$ cat src/rtl/axi_dma_write_master_v2_if.sv
// rtl/axi_dma_write_master_v2_if.sv - AXI4 write-channel bundle (AW/W/B) for the DMA write master
interface axi_dma_write_master_v2_if #(
    parameter int ADDR_WIDTH = 32,
    parameter int DATA_WIDTH = 32
);
    logic [ADDR_WIDTH-1:0]   m_axi_awaddr;
    logic [7:0]              m_axi_awlen;
    logic [2:0]              m_axi_awsize;
    logic [1:0]              m_axi_awburst;
    logic                    m_axi_awvalid;
    logic                    m_axi_awready;
    logic [DATA_WIDTH-1:0]   m_axi_wdata;
    logic [DATA_WIDTH/8-1:0] m_axi_wstrb;
    logic                    m_axi_wlast;
    logic                    m_axi_wvalid;
    logic                    m_axi_wready;
    logic [1:0]              m_axi_bresp;
    logic                    m_axi_bvalid;
    logic                    m_axi_bready;

    modport master (
        output m_axi_awaddr, m_axi_awlen, m_axi_awsize, m_axi_awburst, m_axi_awvalid,
        output m_axi_wdata, m_axi_wstrb, m_axi_wlast, m_axi_wvalid,
        output m_axi_bready,
        input  m_axi_awready, m_axi_wready, m_axi_bresp, m_axi_bvalid
    );

    modport slave (
        input  m_axi_awaddr, m_axi_awlen, m_axi_awsize, m_axi_awburst, m_axi_awvalid,
        input  m_axi_wdata, m_axi_wstrb, m_axi_wlast, m_axi_wvalid,
        input  m_axi_bready,
        output m_axi_awready, m_axi_wready, m_axi_bresp, m_axi_bvalid
    );
endinterface

$ cat src/rtl/axi_dma_write_master_v2.sv
// rtl/axi_dma_write_master_v2.sv - AXI4 burst write master draining a FWFT FIFO, 4 KB split, BRESP abort
module axi_dma_write_master_v2 #(
    parameter int C_M_AXI_ADDR_WIDTH = 32,
    parameter int C_M_AXI_DATA_WIDTH = 32,
    parameter int C_MAX_BURST_LEN    = 16,
    parameter int C_LEN_WIDTH        = 32
) (
    input  logic                          M_AXI_ACLK,
    input  logic                          M_AXI_ARESETN,
    input  logic                          i_start,
    input  logic [C_M_AXI_ADDR_WIDTH-1:0] i_dst_addr,
    input  logic [C_LEN_WIDTH-1:0]        i_total_len,
    input  logic [C_M_AXI_DATA_WIDTH-1:0] i_w_data,
    input  logic                          i_fifo_empty,
    output logic                          o_fifo_rd_en,
    output logic                          o_busy,
    output logic                          o_write_done,
    output logic                          o_error,
    output logic [C_M_AXI_ADDR_WIDTH-1:0] o_err_addr,
    axi_dma_write_master_v2_if.master     m_axi
);
    localparam int BYTES = C_M_AXI_DATA_WIDTH / 8;
    localparam int SIZE  = $clog2(BYTES);
    localparam logic [C_M_AXI_ADDR_WIDTH-1:0] LOW_MASK = C_M_AXI_ADDR_WIDTH'(BYTES - 1);

    typedef enum logic [2:0] {S_IDLE, S_ZERO, S_AW, S_W, S_B, S_DONE} state_t;

    state_t                        state, next_state;
    logic [C_M_AXI_ADDR_WIDTH-1:0] addr;
    logic [C_LEN_WIDTH-1:0]        beats_left;
    logic [SIZE-1:0]               tail;
    logic [8:0]                    cur_beats;
    logic [8:0]                    beat_cnt;
    logic                          err_q;
    logic [C_M_AXI_ADDR_WIDTH-1:0] err_addr_q;

    logic [C_M_AXI_ADDR_WIDTH-1:0] aligned, next_addr;
    logic [C_LEN_WIDTH-1:0]        total_beats, left_next;
    logic                          w_last, final_beat, wvalid;
    logic [BYTES-1:0]              ones;
    logic                          unused_bits;

    // Beats in the next burst: limited by what is left, the burst cap and the 4 KB page end.
    function automatic logic [8:0] calc_beats(input logic [11:0] a, input logic [C_LEN_WIDTH-1:0] left);
        logic [12:0] space;
        logic [8:0]  b;
        space = (13'd4096 - {1'b0, a}) >> SIZE;
        b = 9'(C_MAX_BURST_LEN);
        if ({4'b0, b} > space) b = space[8:0];
        if (left < {{(C_LEN_WIDTH-9){1'b0}}, b}) b = left[8:0];
        return b;
    endfunction

    assign aligned     = i_dst_addr & ~LOW_MASK;
    assign total_beats = (i_total_len >> SIZE) + {{(C_LEN_WIDTH-1){1'b0}}, |i_total_len[SIZE-1:0]};
    assign next_addr   = addr + ({{(C_M_AXI_ADDR_WIDTH-9){1'b0}}, cur_beats} << SIZE);
    assign left_next   = beats_left - {{(C_LEN_WIDTH-9){1'b0}}, cur_beats};
    assign w_last      = (beat_cnt == cur_beats - 9'd1);
    assign final_beat  = w_last && (beats_left == {{(C_LEN_WIDTH-9){1'b0}}, cur_beats});
    assign ones        = '1;
    assign unused_bits = m_axi.m_axi_bresp[0];

    always_ff @(posedge M_AXI_ACLK or negedge M_AXI_ARESETN) begin
        if (!M_AXI_ARESETN) state <= S_IDLE;
        else                state <= next_state;
    end

    always_comb begin
        next_state   = state;
        o_busy       = 1'b0;
        o_write_done = 1'b0;
        o_fifo_rd_en = 1'b0;
        wvalid       = 1'b0;
        m_axi.m_axi_awvalid = 1'b0;
        m_axi.m_axi_bready  = 1'b0;
        case (state)
            S_IDLE: if (i_start) next_state = (i_total_len == '0) ? S_ZERO : S_AW;
            S_ZERO: begin
                o_busy     = 1'b1;
                next_state = S_DONE;
            end
            S_AW: begin
                o_busy = 1'b1;
                m_axi.m_axi_awvalid = 1'b1;
                if (m_axi.m_axi_awready) next_state = S_W;
            end
            S_W: begin
                o_busy       = 1'b1;
                wvalid       = !i_fifo_empty;
                o_fifo_rd_en = wvalid && m_axi.m_axi_wready;
                if (o_fifo_rd_en && w_last) next_state = S_B;
            end
            S_B: begin
                o_busy = 1'b1;
                m_axi.m_axi_bready = 1'b1;
                if (m_axi.m_axi_bvalid) begin
                    if (m_axi.m_axi_bresp[1] || left_next == '0) next_state = S_DONE;
                    else                                         next_state = S_AW;
                end
            end
            S_DONE: begin
                o_write_done = 1'b1;
                next_state   = S_IDLE;
            end
            default: next_state = S_IDLE;
        endcase
    end

    always_ff @(posedge M_AXI_ACLK or negedge M_AXI_ARESETN) begin
        if (!M_AXI_ARESETN) begin
            addr       <= '0;
            beats_left <= '0;
            tail       <= '0;
            cur_beats  <= '0;
            beat_cnt   <= '0;
            err_q      <= 1'b0;
            err_addr_q <= '0;
        end else begin
            case (state)
                S_IDLE: if (i_start) begin
                    addr       <= aligned;
                    beats_left <= total_beats;
                    tail       <= i_total_len[SIZE-1:0];
                    cur_beats  <= calc_beats(aligned[11:0], total_beats);
                    beat_cnt   <= '0;
                    err_q      <= 1'b0;
                end
                S_W: if (o_fifo_rd_en) beat_cnt <= w_last ? 9'd0 : beat_cnt + 9'd1;
                S_B: if (m_axi.m_axi_bvalid) begin
                    if (m_axi.m_axi_bresp[1]) begin
                        err_q <= 1'b1;
                        if (!err_q) err_addr_q <= addr;
                    end else begin
                        addr       <= next_addr;
                        beats_left <= left_next;
                        cur_beats  <= calc_beats(next_addr[11:0], left_next);
                    end
                end
                default: ;
            endcase
        end
    end

    // Channel payloads are held at zero outside their own phase.
    always_comb begin
        m_axi.m_axi_awaddr  = '0;
        m_axi.m_axi_awlen   = '0;
        m_axi.m_axi_awsize  = '0;
        m_axi.m_axi_awburst = '0;
        m_axi.m_axi_wdata   = '0;
        m_axi.m_axi_wstrb   = '0;
        m_axi.m_axi_wlast   = 1'b0;
        if (state == S_AW) begin
            m_axi.m_axi_awaddr  = addr;
            m_axi.m_axi_awlen   = 8'(cur_beats - 9'd1);
            m_axi.m_axi_awsize  = 3'(SIZE);
            m_axi.m_axi_awburst = 2'b01;
        end
        if (state == S_W) begin
            m_axi.m_axi_wdata = i_w_data;
            m_axi.m_axi_wlast = w_last;
            m_axi.m_axi_wstrb = (final_beat && tail != '0) ? ~(ones << tail) : ones;
        end
    end

    assign m_axi.m_axi_wvalid = wvalid;
    assign o_error    = err_q;
    assign o_err_addr = err_addr_q;
endmodule
$ cat src/flat_wrapper.sv
// flat-port wrapper written by rule: the top's interface ports become plain ports
module axi_dma_write_master_v2_flat 
#(
    parameter int C_M_AXI_ADDR_WIDTH = 32,
    parameter int C_M_AXI_DATA_WIDTH = 32,
    parameter int C_MAX_BURST_LEN    = 16,
    parameter int C_LEN_WIDTH        = 32
)
  (M_AXI_ACLK, M_AXI_ARESETN, i_start, i_dst_addr, i_total_len, i_w_data, i_fifo_empty, o_fifo_rd_en, o_busy, o_write_done, o_error, o_err_addr, m_axi_m_axi_awaddr, m_axi_m_axi_awlen, m_axi_m_axi_awsize, m_axi_m_axi_awburst, m_axi_m_axi_awvalid, m_axi_m_axi_wdata, m_axi_m_axi_wstrb, m_axi_m_axi_wlast, m_axi_m_axi_wvalid, m_axi_m_axi_bready, m_axi_m_axi_awready, m_axi_m_axi_wready, m_axi_m_axi_bresp, m_axi_m_axi_bvalid);
  axi_dma_write_master_v2_if m_axi_i ();
  input  logic M_AXI_ACLK;
  input  logic M_AXI_ARESETN;
  input  logic i_start;
  input  logic [C_M_AXI_ADDR_WIDTH-1:0] i_dst_addr;
  input  logic [C_LEN_WIDTH-1:0] i_total_len;
  input  logic [C_M_AXI_DATA_WIDTH-1:0] i_w_data;
  input  logic i_fifo_empty;
  output logic o_fifo_rd_en;
  output logic o_busy;
  output logic o_write_done;
  output logic o_error;
  output logic [C_M_AXI_ADDR_WIDTH-1:0] o_err_addr;
  output wire logic [$bits(m_axi_i.m_axi_awaddr)-1:0] m_axi_m_axi_awaddr;
  output wire logic [$bits(m_axi_i.m_axi_awlen)-1:0] m_axi_m_axi_awlen;
  output wire logic [$bits(m_axi_i.m_axi_awsize)-1:0] m_axi_m_axi_awsize;
  output wire logic [$bits(m_axi_i.m_axi_awburst)-1:0] m_axi_m_axi_awburst;
  output wire logic [$bits(m_axi_i.m_axi_awvalid)-1:0] m_axi_m_axi_awvalid;
  output wire logic [$bits(m_axi_i.m_axi_wdata)-1:0] m_axi_m_axi_wdata;
  output wire logic [$bits(m_axi_i.m_axi_wstrb)-1:0] m_axi_m_axi_wstrb;
  output wire logic [$bits(m_axi_i.m_axi_wlast)-1:0] m_axi_m_axi_wlast;
  output wire logic [$bits(m_axi_i.m_axi_wvalid)-1:0] m_axi_m_axi_wvalid;
  output wire logic [$bits(m_axi_i.m_axi_bready)-1:0] m_axi_m_axi_bready;
  input wire logic [$bits(m_axi_i.m_axi_awready)-1:0] m_axi_m_axi_awready;
  input wire logic [$bits(m_axi_i.m_axi_wready)-1:0] m_axi_m_axi_wready;
  input wire logic [$bits(m_axi_i.m_axi_bresp)-1:0] m_axi_m_axi_bresp;
  input wire logic [$bits(m_axi_i.m_axi_bvalid)-1:0] m_axi_m_axi_bvalid;
  assign m_axi_m_axi_awaddr = m_axi_i.m_axi_awaddr;
  assign m_axi_m_axi_awlen = m_axi_i.m_axi_awlen;
  assign m_axi_m_axi_awsize = m_axi_i.m_axi_awsize;
  assign m_axi_m_axi_awburst = m_axi_i.m_axi_awburst;
  assign m_axi_m_axi_awvalid = m_axi_i.m_axi_awvalid;
  assign m_axi_m_axi_wdata = m_axi_i.m_axi_wdata;
  assign m_axi_m_axi_wstrb = m_axi_i.m_axi_wstrb;
  assign m_axi_m_axi_wlast = m_axi_i.m_axi_wlast;
  assign m_axi_m_axi_wvalid = m_axi_i.m_axi_wvalid;
  assign m_axi_m_axi_bready = m_axi_i.m_axi_bready;
  assign m_axi_i.m_axi_awready = m_axi_m_axi_awready;
  assign m_axi_i.m_axi_wready = m_axi_m_axi_wready;
  assign m_axi_i.m_axi_bresp = m_axi_m_axi_bresp;
  assign m_axi_i.m_axi_bvalid = m_axi_m_axi_bvalid;
  axi_dma_write_master_v2 #(.C_M_AXI_ADDR_WIDTH(C_M_AXI_ADDR_WIDTH), .C_M_AXI_DATA_WIDTH(C_M_AXI_DATA_WIDTH), .C_MAX_BURST_LEN(C_MAX_BURST_LEN), .C_LEN_WIDTH(C_LEN_WIDTH)) u_core (.M_AXI_ACLK(M_AXI_ACLK), .M_AXI_ARESETN(M_AXI_ARESETN), .i_start(i_start), .i_dst_addr(i_dst_addr), .i_total_len(i_total_len), .i_w_data(i_w_data), .i_fifo_empty(i_fifo_empty), .o_fifo_rd_en(o_fifo_rd_en), .o_busy(o_busy), .o_write_done(o_write_done), .o_error(o_error), .o_err_addr(o_err_addr), .m_axi(m_axi_i));
endmodule
$ cat config.mk
export PLATFORM = sky130hd
export DESIGN_NAME = axi_dma_write_master_v2_flat
export DESIGN_NICKNAME = d
export VERILOG_FILES = /design/src/rtl/axi_dma_write_master_v2_if.sv /design/src/rtl/axi_dma_write_master_v2.sv /design/src/flat_wrapper.sv
export SDC_FILE = /design/constraint.sdc
export NUM_CORES = 1
export LEC_CHECK = 0
export BUFFER_PORTS_ARGS = -buffer_cell sky130_fd_sc_hd__buf_4
export CORE_ASPECT_RATIO = 0.6
export CORE_MARGIN = 1
export CORE_UTILIZATION = 55
export DETAILED_ROUTE_END_ITERATION = 6
export PLACE_DENSITY = 0.81
export SETUP_SLACK_MARGIN = 0.5
export SKIP_CTS_REPAIR_TIMING = 1
export SLEW_MARGIN = 20
export SYNTH_ARGS = -nofsm -noshare
export SYNTH_HDL_FRONTEND = slang
export SYNTH_SLANG_ARGS = --single-unit
$ cat constraint.sdc
create_clock -name M_AXI_ACLK -period 12.4 [get_ports M_AXI_ACLK]
set_input_delay 0 -clock M_AXI_ACLK [delete_from_list [all_inputs] [get_ports M_AXI_ACLK]]
set_output_delay 0 -clock M_AXI_ACLK [all_outputs]
set_load 0.01 [all_outputs]
* Word level (Yosys, flattened, before mapping)
Cells that the tools add are included.
** Storage, ports and cells
- Register bits after elaboration :: 120
- Logic and storage cells :: 106
- Output and inout bits :: 121
- Input port bits :: 105
** Operators by class
- Shifts and indexed selects :: 1
- Multiplexer cells :: 50
- Reductions and logical operators :: 20
- Add/sub/neg operators :: 7
- Order comparisons :: 4
- Equal/unequal tests :: 14
- Bitwise gates (word level) :: 2
** Operators by type and width (count)
- 32-bit 2-to-1 mux :: 8
- 9-bit 2-to-1 mux :: 15
- 32-bit one-hot mux with 2 select lines :: 2
- 32-bit zero test :: 2
- 32-bit by 9-bit less-than comparator with 1-bit output :: 2
- 9-bit one-hot mux with 2 select lines :: 2
- 32-bit by 11-bit adder with 32-bit output :: 1
- 32-bit by 9-bit == test with 1-bit output :: 1
- 32-bit by 9-bit subtractor with 32-bit output :: 1
- 30-bit by 1-bit adder with 31-bit output :: 1
- 13-bit by 12-bit subtractor with 13-bit output, first input constant :: 2
- 5-bit by 11-bit greater-than comparator with 1-bit output, first input constant :: 2
- 4-bit AND reduction :: 4
- 3-bit 2-to-1 mux :: 5
- 3-bit one-hot mux with 5 select lines :: 1
- 2-bit inequality test, second input constant :: 6
- 1-bit 2-to-1 mux :: 11
- 9-bit by 1-bit adder with 9-bit output, second input constant :: 1
- 9-bit == test :: 1
- 9-bit by 1-bit subtractor with 9-bit output, second input constant :: 1
- 4-bit 2-to-1 mux :: 2
- 8-bit 2-to-1 mux :: 1
- 3-bit by 2-bit == test with 1-bit output, second input constant :: 2
- 3-bit == test, second input constant :: 2
- other kinds (16) :: 22

* Logic depth before layout (Yosys ltp)
Gate-level depths: netlist of run 1.
- Depth after elaboration :: 12
- Gate-level depth with buffers :: 22
- Gate-level depth less buffers :: 22

* Least setup slack after synthesis of run 1
OpenSTA, ideal clock, no wires.
- Path kind :: register -> register
- From :: reg u_core.cur_beats[0]
- To :: reg u_core.cur_beats[2]
- Required time :: 12.274 ns
- Stages on the path, launching flop included :: 22
- Clock period less this slack :: 4.916 ns
- Arrival :: 4.790 ns
- Path slack :: 7.484 ns
- Cells stage by stage :: dfrtp_1 -> ha_1 -> inv_1 -> fa_1 -> xor2_2 -> and3_2 -> o21ai_0 -> or4b_1 -> a211oi_2 -> a41oi_2 -> nor3_1 -> and2_1 -> inv_1 -> ha_1 -> a21o_1 -> a21oi_1 -> o211ai_1 -> a21oi_1 -> nand4b_1 -> o21a_1 -> o21bai_2 -> a221o_1
** On the way
- Cells in the longest elaborated chain, start to end :: 12
- Elaborated cells on any way between the ends :: 13
- Classes of those cells :: add/sub (3); order compare (2); mux (8)
** Ends and longest elaborated chain
- start, declared :: line axi_dma_write_master_v2.sv:32 : logic [8:0] cur_beats;
- start signal, assigned :: line axi_dma_write_master_v2.sv:124 : cur_beats <= calc_beats(aligned[11:0], total_beats);
- start signal, assigned :: line axi_dma_write_master_v2.sv:136 : cur_beats <= calc_beats(next_addr[11:0], left_next);
- 32-bit by 11-bit adder with 32-bit output :: line axi_dma_write_master_v2.sv:56 : assign next_addr = addr + ({{(C_M_AXI_ADDR_WIDTH-9){1'b0}}, cur_beats} << SIZE);
- 13-bit by 12-bit subtractor with 13-bit output :: line axi_dma_write_master_v2.sv:47 : space = (13'd4096 - {1'b0, a}) >> SIZE;
- 5-bit by 11-bit greater-than comparator with 1-bit output :: line axi_dma_write_master_v2.sv:49 : if ({4'b0, b} > space) b = space[8:0];
- 9-bit 2-to-1 mux :: line axi_dma_write_master_v2.sv:49
- 9-bit 2-to-1 mux :: line axi_dma_write_master_v2.sv:130 : if (m_axi.m_axi_bresp[1]) begin
- 9-bit 2-to-1 mux :: line axi_dma_write_master_v2.sv:129 : S_B: if (m_axi.m_axi_bvalid) begin
- 9-bit 2-to-1 mux :: line axi_dma_write_master_v2.sv:119 : case (state)
- 32-bit by 9-bit less-than comparator with 1-bit output :: line axi_dma_write_master_v2.sv:50 : if (left < {{(C_LEN_WIDTH-9){1'b0}}, b}) b = left[8:0];
- 9-bit 2-to-1 mux (*) :: line axi_dma_write_master_v2.sv:50
- 9-bit 2-to-1 mux (*) :: line axi_dma_write_master_v2.sv:130
- 9-bit 2-to-1 mux (*) :: line axi_dma_write_master_v2.sv:129
- 9-bit one-hot mux with 2 select lines (*) :: line axi_dma_write_master_v2.sv:119
Every way passes the cells marked *; elsewhere a longest branch is shown, timed or not. The select of a mux whose other input is x is not followed.
A chain may end at the register's enable or synchronous reset.

* Worst setup path in the final report of run 1
- From :: reg u_core.cur_beats[0]
- To :: reg u_core.cur_beats[3]
Same word-level chain as after synthesis.

==> impl_results.md, run 1 <==
- Status: finished with violations
- Failing checks: hold timing
- Post-Route WL: 33.3 mm
- Yosys top cell area share: 0.301
- Final hold viol count: 4
- Switching Fraction: 0.456
- Final HPWL DP: 23.6 mm
- Hold Slack: -20.5 ps
- Register bit total from synthesis: 116
- WP data required: 12690 ps
- Synth Warn #: 0
- Congestion Overflow GR: 0
- Initial core utilization: 0.563
- Power share of the sequential group: 0.270
- Syn_area_per_cell: 8.24 µm²
- Final Slew Violations: 0
- Reg clk slew, reported paths: 60 ps
- Hold/Removal Path Class: in -> reg
- RSZ-0062 raised after global routing: no
- Full die area: 18100 µm²
- Post-route clock period utilization: 0.495
- Fin Clk Skew: 16.4 ps
- Crit end category: register
- Htree depth: 4
- CP Class: reg -> reg
- Sink Count: 116
- Relative slew slack: 0.276
- TritonCTS clock tree: done
- Largest net degree at the start of global routing: 74
- Pwr Density: 213 nW/µm²
- TritonRoute pass-1 iters: 7
- DRC violations left: 0
- CTS Root Cell: clkbuf_16
- Net Sw Power: 1200 µW
- Share of cells above drive strength 1: 0.227
- MaxCap Viol Count: 0
- Antenna violations before repair: 0
- Async S/R FF share, synth: 1.00
- Pint: 1430 µW
- Worst-case vdd ir drop: 166 µV
- Arrival @ worst endpoint: 6420 ps
- Die width: 173 µm
- Final-report setup violation count: 0
- Combinational share of power: 0.548
- Skew-Pair Late Insertion Delay: 430 ps
- Pre-CTS setup slack: 6510 ps
- Clock buffer count from CTS: 17
- CP startpoint kind: register
- Placed Area: 11400 µm²
- Post-Syn Area: 9650 µm²
- Number of cell rows: 37
- Max Fanout on Critical Path: 8
- Post-synthesis cell count: 1171
- Top_reg_cell synth: dfrtp_1
- Nets@finish: 1547
- Top cells by area, synth: dfrtp_1 (30%), ha_1 (5.4%), o21ai_0 (4.5%)
- Setup_tns: 0 ps
- Post-synth EDFFs: 0
- Max Freq: 163 MHz
- Buffers on Ports: 215
- Vias per cell: 6.45
- Global-route wire length before repair: 51.5 mm
- Post-synthesis sequential area ratio: 0.301
- Number of global-route vias before repair: 9367
- Total GRT Usage: 0.358
- Routability cong.: 1.01
- Area added between synthesis and finish: 27.9%
- Final WS setup: 6260 ps
- Tightest Pin Transition: 1080 ps
- Die Y: 105 µm
- Clock share of power: 0.182
- Finished Cell Area: 12300 µm²
- Via Count: 10600
- Post-route ant nets: 0
- Area leader, netlist: dfrtp_1
- CTS Buffer Depth: 2
- Leak: 0.00558 µW
- Ports: 226
- Period minus WS final: 6140 ps
- DR WL/cell: 20.3 µm
- Initial DRC Count: 1439
- Post-synthesis cell type count: 93
- CORE AREA: 17100 µm²
==> metrics by stage <==
stage / util / total power, µW / std cells
after CTS: 0.695 / 2560 / 1600
after global placement: 0.663 / 2030 / 1570
after floorplan: - / 1560 / 1184
final: 0.720 / 2630 / 1644
after global routing: 0.720 / 2780 / 1643
after detailed placement: 0.663 / 2070 / 1570
==> flip-flops by register name, summed over array words and instances (netlist names) <==
name	cells
u_core.o_error	1
u_core.beats_left	32
u_core.o_err_addr	30
u_core.state	3
u_core.addr	30
u_core.beat_cnt	9
u_core.tail	2
u_core.cur_beats	9
==> cell type report <==
cell class	count	area [µm²]
clock buffers	20	447
diodes	1	2.50
flip-flops and latches	116	2900
fillers	1311	4790
multi-input cells	958	6330
inverters	39	146
repair buffers	266	2100
well taps	234	293
clock inverters	10	110
==> cell usage in the layout, fill, tap and decap left out, drive strengths merged, types with 16 or more instances in the layout <==
cell           n
a21oi         46
dlygate4sd3   43
buf          223
and3          56
inv           38
ha            42
nand4         26
a22oi         16
o21ai         93
clkbuf        20
mux2          30
nor2          86
nand3         54
nor3          32
xor2          30
xnor2         45
nor4          26
and2          38
dfrtp        116
nand2        109
==> logic make-up after synthesis <==
logic type / Yosys count / synth area share
fa+ha+maj: 44 / 0.0586
mux: 32 / 0.0371
compound gates: 294 / 0.209
flops: 116 / 0.301
xor+xnor: 75 / 0.0696
buf+inv: 110 / 0.0501
simple gates: 498 / 0.274
other cells: 2 / 0.000778
==> final timing paths <==
path / startpoint / to / depth (start not counted) / slack [ps]
hold / removal: i_total_len[6] / u_core.beats_left[4]$_DFFE_PN0P_ / 4 / -20
max in group asynchronous: M_AXI_ARESETN / u_core.addr[27]$_DFFE_PN0P_ / 3 / 10940
min in group asynchronous: M_AXI_ARESETN / u_core.beat_cnt[3]$_DFFE_PN0P_ / 2 / 260
hold reg to reg: u_core.o_err_addr[7]$_DFFE_PN0P_ / u_core.o_err_addr[7]$_DFFE_PN0P_ / 1 / 510
setup reg to reg: u_core.cur_beats[0]$_DFFE_PN0P_ / u_core.cur_beats[3]$_DFFE_PN0P_ / 21 / 6260
setup / recovery: u_core.cur_beats[0]$_DFFE_PN0P_ / u_core.cur_beats[3]$_DFFE_PN0P_ / 21 / 6260
==> Yosys cell counts (10+ instances only) <==
cell and n:
nor2b_1 10, xor2_1 29, o21ai_0 86, nor3_1 32, o21a_1 10, dfrtp_1 116
nand3_1 53, a31oi_1 15, nand4_1 26, mux2_2 30, o211ai_1 11, xnor2_1 44
nor2_1 86, o311ai_0 12, or3_1 15, nand2_1 108, ha_1 42, clkbuf_1 48
nor4_1 23, buf_4 12, inv_1 38, and2_1 37, a221o_1 11, a21oi_1 46
a22oi_1 16, and3_1 54
==> power groups by stage <==
stage	combinational, µW	clock [µW]	sequential, µW
final	1440	478	712
after global routing	1560	495	730
after CTS	1390	478	698
after detailed placement	1370	0	702
after global placement	1340	0	695
after floorplan	927	0	637
==> routing by layer <==
metal | share of wire | global-route usage
met3 | 0.12 | 0.0855
met5 | 0 | 0
met4 | 0.020 | 0.0954
met1 | 0.44 | 0.547
met2 | 0.42 | 0.496
==> critical path, cell delays in order, from the launching register on <==
cell	delay, ps
dfrtp_1	560
ha_1	280
inv_1	70
fa_1	440
xor2_2	380
and3_2	260
o21ai_0	170
or4b_1	590
a211oi_2	250
a41oi_2	120
nor3_1	440
and2_1	210
inv_1	50
ha_1	280
a21o_1	190
a21oi_1	130
o211ai_1	100
a21oi_1	380
nand4b_1	260
o21a_1	270
o21bai_2	210
a221o_1	360
(Power assumes the default switching activity.)
==> run 2: changes to the inputs <==
ABC_AREA = 1   (was not set)
clock period = 6.3 ns   (was 12.4 ns; I/O delays follow)
==> impl_results.md, run 2 <==
- Skew-Pair Late Insertion Delay: 430 ps (about the same)
- Initial core utilization: 0.563 (about the same)
- Post-synthesis cell type count: 48 (-48%)
- Pwr Density: 513 nW/µm² (+140%)
- RSZ-0062 raised after global routing: no
- CTS Buffer Depth: 2 (unchanged)
- Period minus WS final: 4640 ps (-1500 ps)
- Reg clk slew, reported paths: 60 ps (about the same)
- Status: finished with violations
- Async S/R FF share, synth: 1.00 (unchanged)
- Worst Setup SP: u_core.cur_beats[0]$_DFFE_PN0P_
- DR WL/cell: 16.4 µm (-19%)
- Global-route wire length before repair: 50.3 mm (-2.5%)
- Die width: 173 µm (about the same)
- Top_reg_cell synth: dfrtp_1
- Total GRT Usage: 0.346 (-0.0120)
- Complex-gate fraction of the synthesized area: 0.124 (-0.0849)
- Max reg flops: 32 (unchanged)
- Relative slew slack: 0.318 (+0.0422)
- Number of cell rows: 37 (unchanged)
- Congestion Overflow GR: 0 (unchanged)
- Tightest Pin Transition: 1020 ps (-61.1 ps)
- Worst-case vdd ir drop: 265 µV (+59%)
- MaxCap Viol Count: 0 (unchanged)
- Antenna violations before repair: 0 (unchanged)
- Htree depth: 4 (unchanged)
- Area leader, netlist: dfrtp_1
- Final WS setup: 1660 ps (-4600 ps)
- Yosys top cell area share: 0.301 (about the same)
- Clock buffer count from CTS: 17 (unchanged)
- Vias per cell: 5.70 (-12%)
- Largest net degree at the start of global routing: 72 (-2.7%)
- CP startpoint kind: register
- Final Slew Violations: 0 (unchanged)
- Die Y: 105 µm (about the same)
- RR Startpoint: u_core.cur_beats[0]$_DFFE_PN0P_
- TritonCTS clock tree: done
- Post-synthesis mux area share: 0 (-0.0371)
- Post-route clock period utilization: 0.736 (+0.241)
- Number of global-route vias before repair: 9596 (+2.4%)
- Nets@finish: 1837 (+19%)
- Register bit total from synthesis: 116 (unchanged)
- Most common cell after layout, fill and taps aside: nand2_1
- Failing checks: hold timing
- Syn_area_per_cell: 6.68 µm² (-19%)
- CTS Root Cell: clkbuf_16
- Antenna diode count: 0 (-1)
- Reg2reg end: u_core.cur_beats[2]$_DFFE_PN0P_
- Final HPWL DP: 23.6 mm (-0.17%)
- Hold/Removal Path Class: in -> reg
- Ports: 226 (unchanged)
- Routability cong.: 0.962 (-4.4%)
- Commonest cells in the netlist: nand2_1 (312), inv_1 (208), nor2_1 (207)
- CORE AREA: 17100 µm² (unchanged)
- Fin Clk Skew: 13.8 ps (-2.59 ps)
- Share of cells above drive strength 1: 0.170 (-0.0571)
- Post-Syn Area: 9650 µm² (about the same)
- Top cells by area, synth: dfrtp_1 (30%), nand2_1 (12%), inv_1 (8.1%)
- R2r setup slk: 1660 ps (-4600 ps)
- Synth Area in Adders: 0.0586 (about the same)
- Hold Path Origin: i_total_len[21]
- Largest family of logic cells by synthesized area: simple AND/OR/NAND/NOR gates
- WP data required: 6650 ps (-6040 ps)
- Via Count: 11000 (+4.1%)
- Final-report setup violation count: 0 (unchanged)
- Synth Warn #: 0 (unchanged)
- FF-to-FF path depth: 27 (+29%)
- Sink Count: 116 (unchanged)
- Hold Slack: -22.5 ps (-1.99 ps)
- Commonest non-fill, non-tap cells in the layout: nand2_1 (312), buf_4 (224), inv_1 (208), nor2_1 (206), dfrtp_1 (116)
- Setup crit end: u_core.cur_beats[2]$_DFFE_PN0P_
- Pre-CTS setup slack: 1840 ps (-4670 ps)
- Full die area: 18100 µm² (about the same)
- TritonRoute pass-1 iters: 6 (-1)
- Initial DRC Count: 1482 (+3.0%)
- Leak: 0.00631 µW (+13%)
- Finished Layout Cells: 1934 (+18%)
- Post-synth EDFFs: 0 (unchanged)
- Top-count cell post-synth: nand2_1
- Simple-Gate Fraction of Synth Area: 0.338 (+0.0642)
- CP Class: reg -> reg
- Final hold viol count: 7 (+3)
- Max Freq: 216 MHz (+32%)
- Buffers on Ports: 215 (unchanged)
- Post-synthesis sequential area ratio: 0.301 (about the same)
- Arrival @ worst endpoint: 4990 ps (-1430 ps)
- Post-synthesis cell count: 1445 (+23%)
- Crit end category: register
- Largest reg by FF count: u_core.beats_left
- Post-Route WL: 31.8 mm (-4.6%)
- Synth Area in XOR/XNOR: 0.0726 (+0.00295)
- Setup_tns: 0 ps (unchanged)
- Max Fanout on Critical Path: 8 (unchanged)
- Area added between synthesis and finish: 28.6%
- Post-route ant nets: 0 (unchanged)
- Cell count after placement: 1870 (+19%)
- DRC violations left: 0 (unchanged)
run 2: cell count changes after synthesis, moves of 19 or more:
cell / change
and2_1: -36
and3_1: -54
clkbuf_1: -19
inv_1: +170
mux2_2: -30
nand2_1: +204
nand3_1: +45
nor2_1: +121
xnor2_1: -32
xor2_1: +39
run 2: worst min path at each step:
stage	endpoint	slack, ps	cells past startpoint
floorplan	u_core.addr[10]$_DFFE_PN0P_	-300	0
global route	u_core.beats_left[17]$_DFFE_PN0P_	2	3
global placement	u_core.o_err_addr[26]$_DFFE_PN0P_	30	1
CTS	u_core.o_err_addr[26]$_DFFE_PN0P_	-410	1
detailed placement	u_core.o_err_addr[26]$_DFFE_PN0P_	30	1
finish	u_core.beats_left[19]$_DFFE_PN0P_	-20	3
run 2: per-stage QoR:
stage,instance area [µm²],utilization,power (µW)
2_1_floorplan,9700,-,3990
3_3_place_gp,11500,0.670,5080
3_5_place_dp,11500,0.670,5180
4_1_cts,12100,0.705,6230
5_1_grt,12400,0.725,6890
6_report,12400,0.725,6370
run 2: cells by family after synthesis:
family | count (synthesis)
AO/OA/AOI/OAI | 199
buffers and inverters | 259
AND/OR/NAND/NOR | 745
flip-flops | 116
XOR/XNOR | 80
adder cells (fa/ha/maj) | 44
other | 2
run 2: power breakdown:
group	total, µW	switching [µW]	internal [µW]	leakage, µW
Sequential	1400	327	1080	0.00147
Combinational	3950	2560	1390	0.00456
Clock	1020	394	625	0.000284
Total	6370	3280	3090	0.00631
run 2: metal layers:
metal,global-route usage,up-vias,share of wire
met5,0,-,0
met4,0.0645,0,0.013
met3,0.0815,56,0.12
met2,0.482,694,0.40
met1,0.537,5067,0.46
li1,-,5215,-
run 2: layout make-up:
type                            instances  area (µm²)
Multi-Input combinational cell       1083        5800
Fill cell                            1410        4720
Sequential cell                       116        2900
Timing Repair Buffer                  257        2010
Inverter                              213         800
Clock buffer                           17         425
Tap cell                              234         293
Clock inverter                         14         180
run 2: critical path: stages (launching register included):
cell     delay (ps)
dfrtp_1         480
ha_1            280
inv_1            70
fa_1            380
inv_1           130
nand2_1          60
nand2_1          90
nand3_1          90
nand2_2         140
inv_1            70
nor2_1          190
nand3_1         180
o21ai_1         240
nand2_1         100
nor4_1          580
nand2_1         200
ha_1            320
nand2_1          70
nand2_1          40
nand2_1          50
nand2_1          40
nand2_1          50
nand2_1          50
nand2_2         150
nand2_2         160
nand2_1          90
nand3_1         120
a21oi_1         150
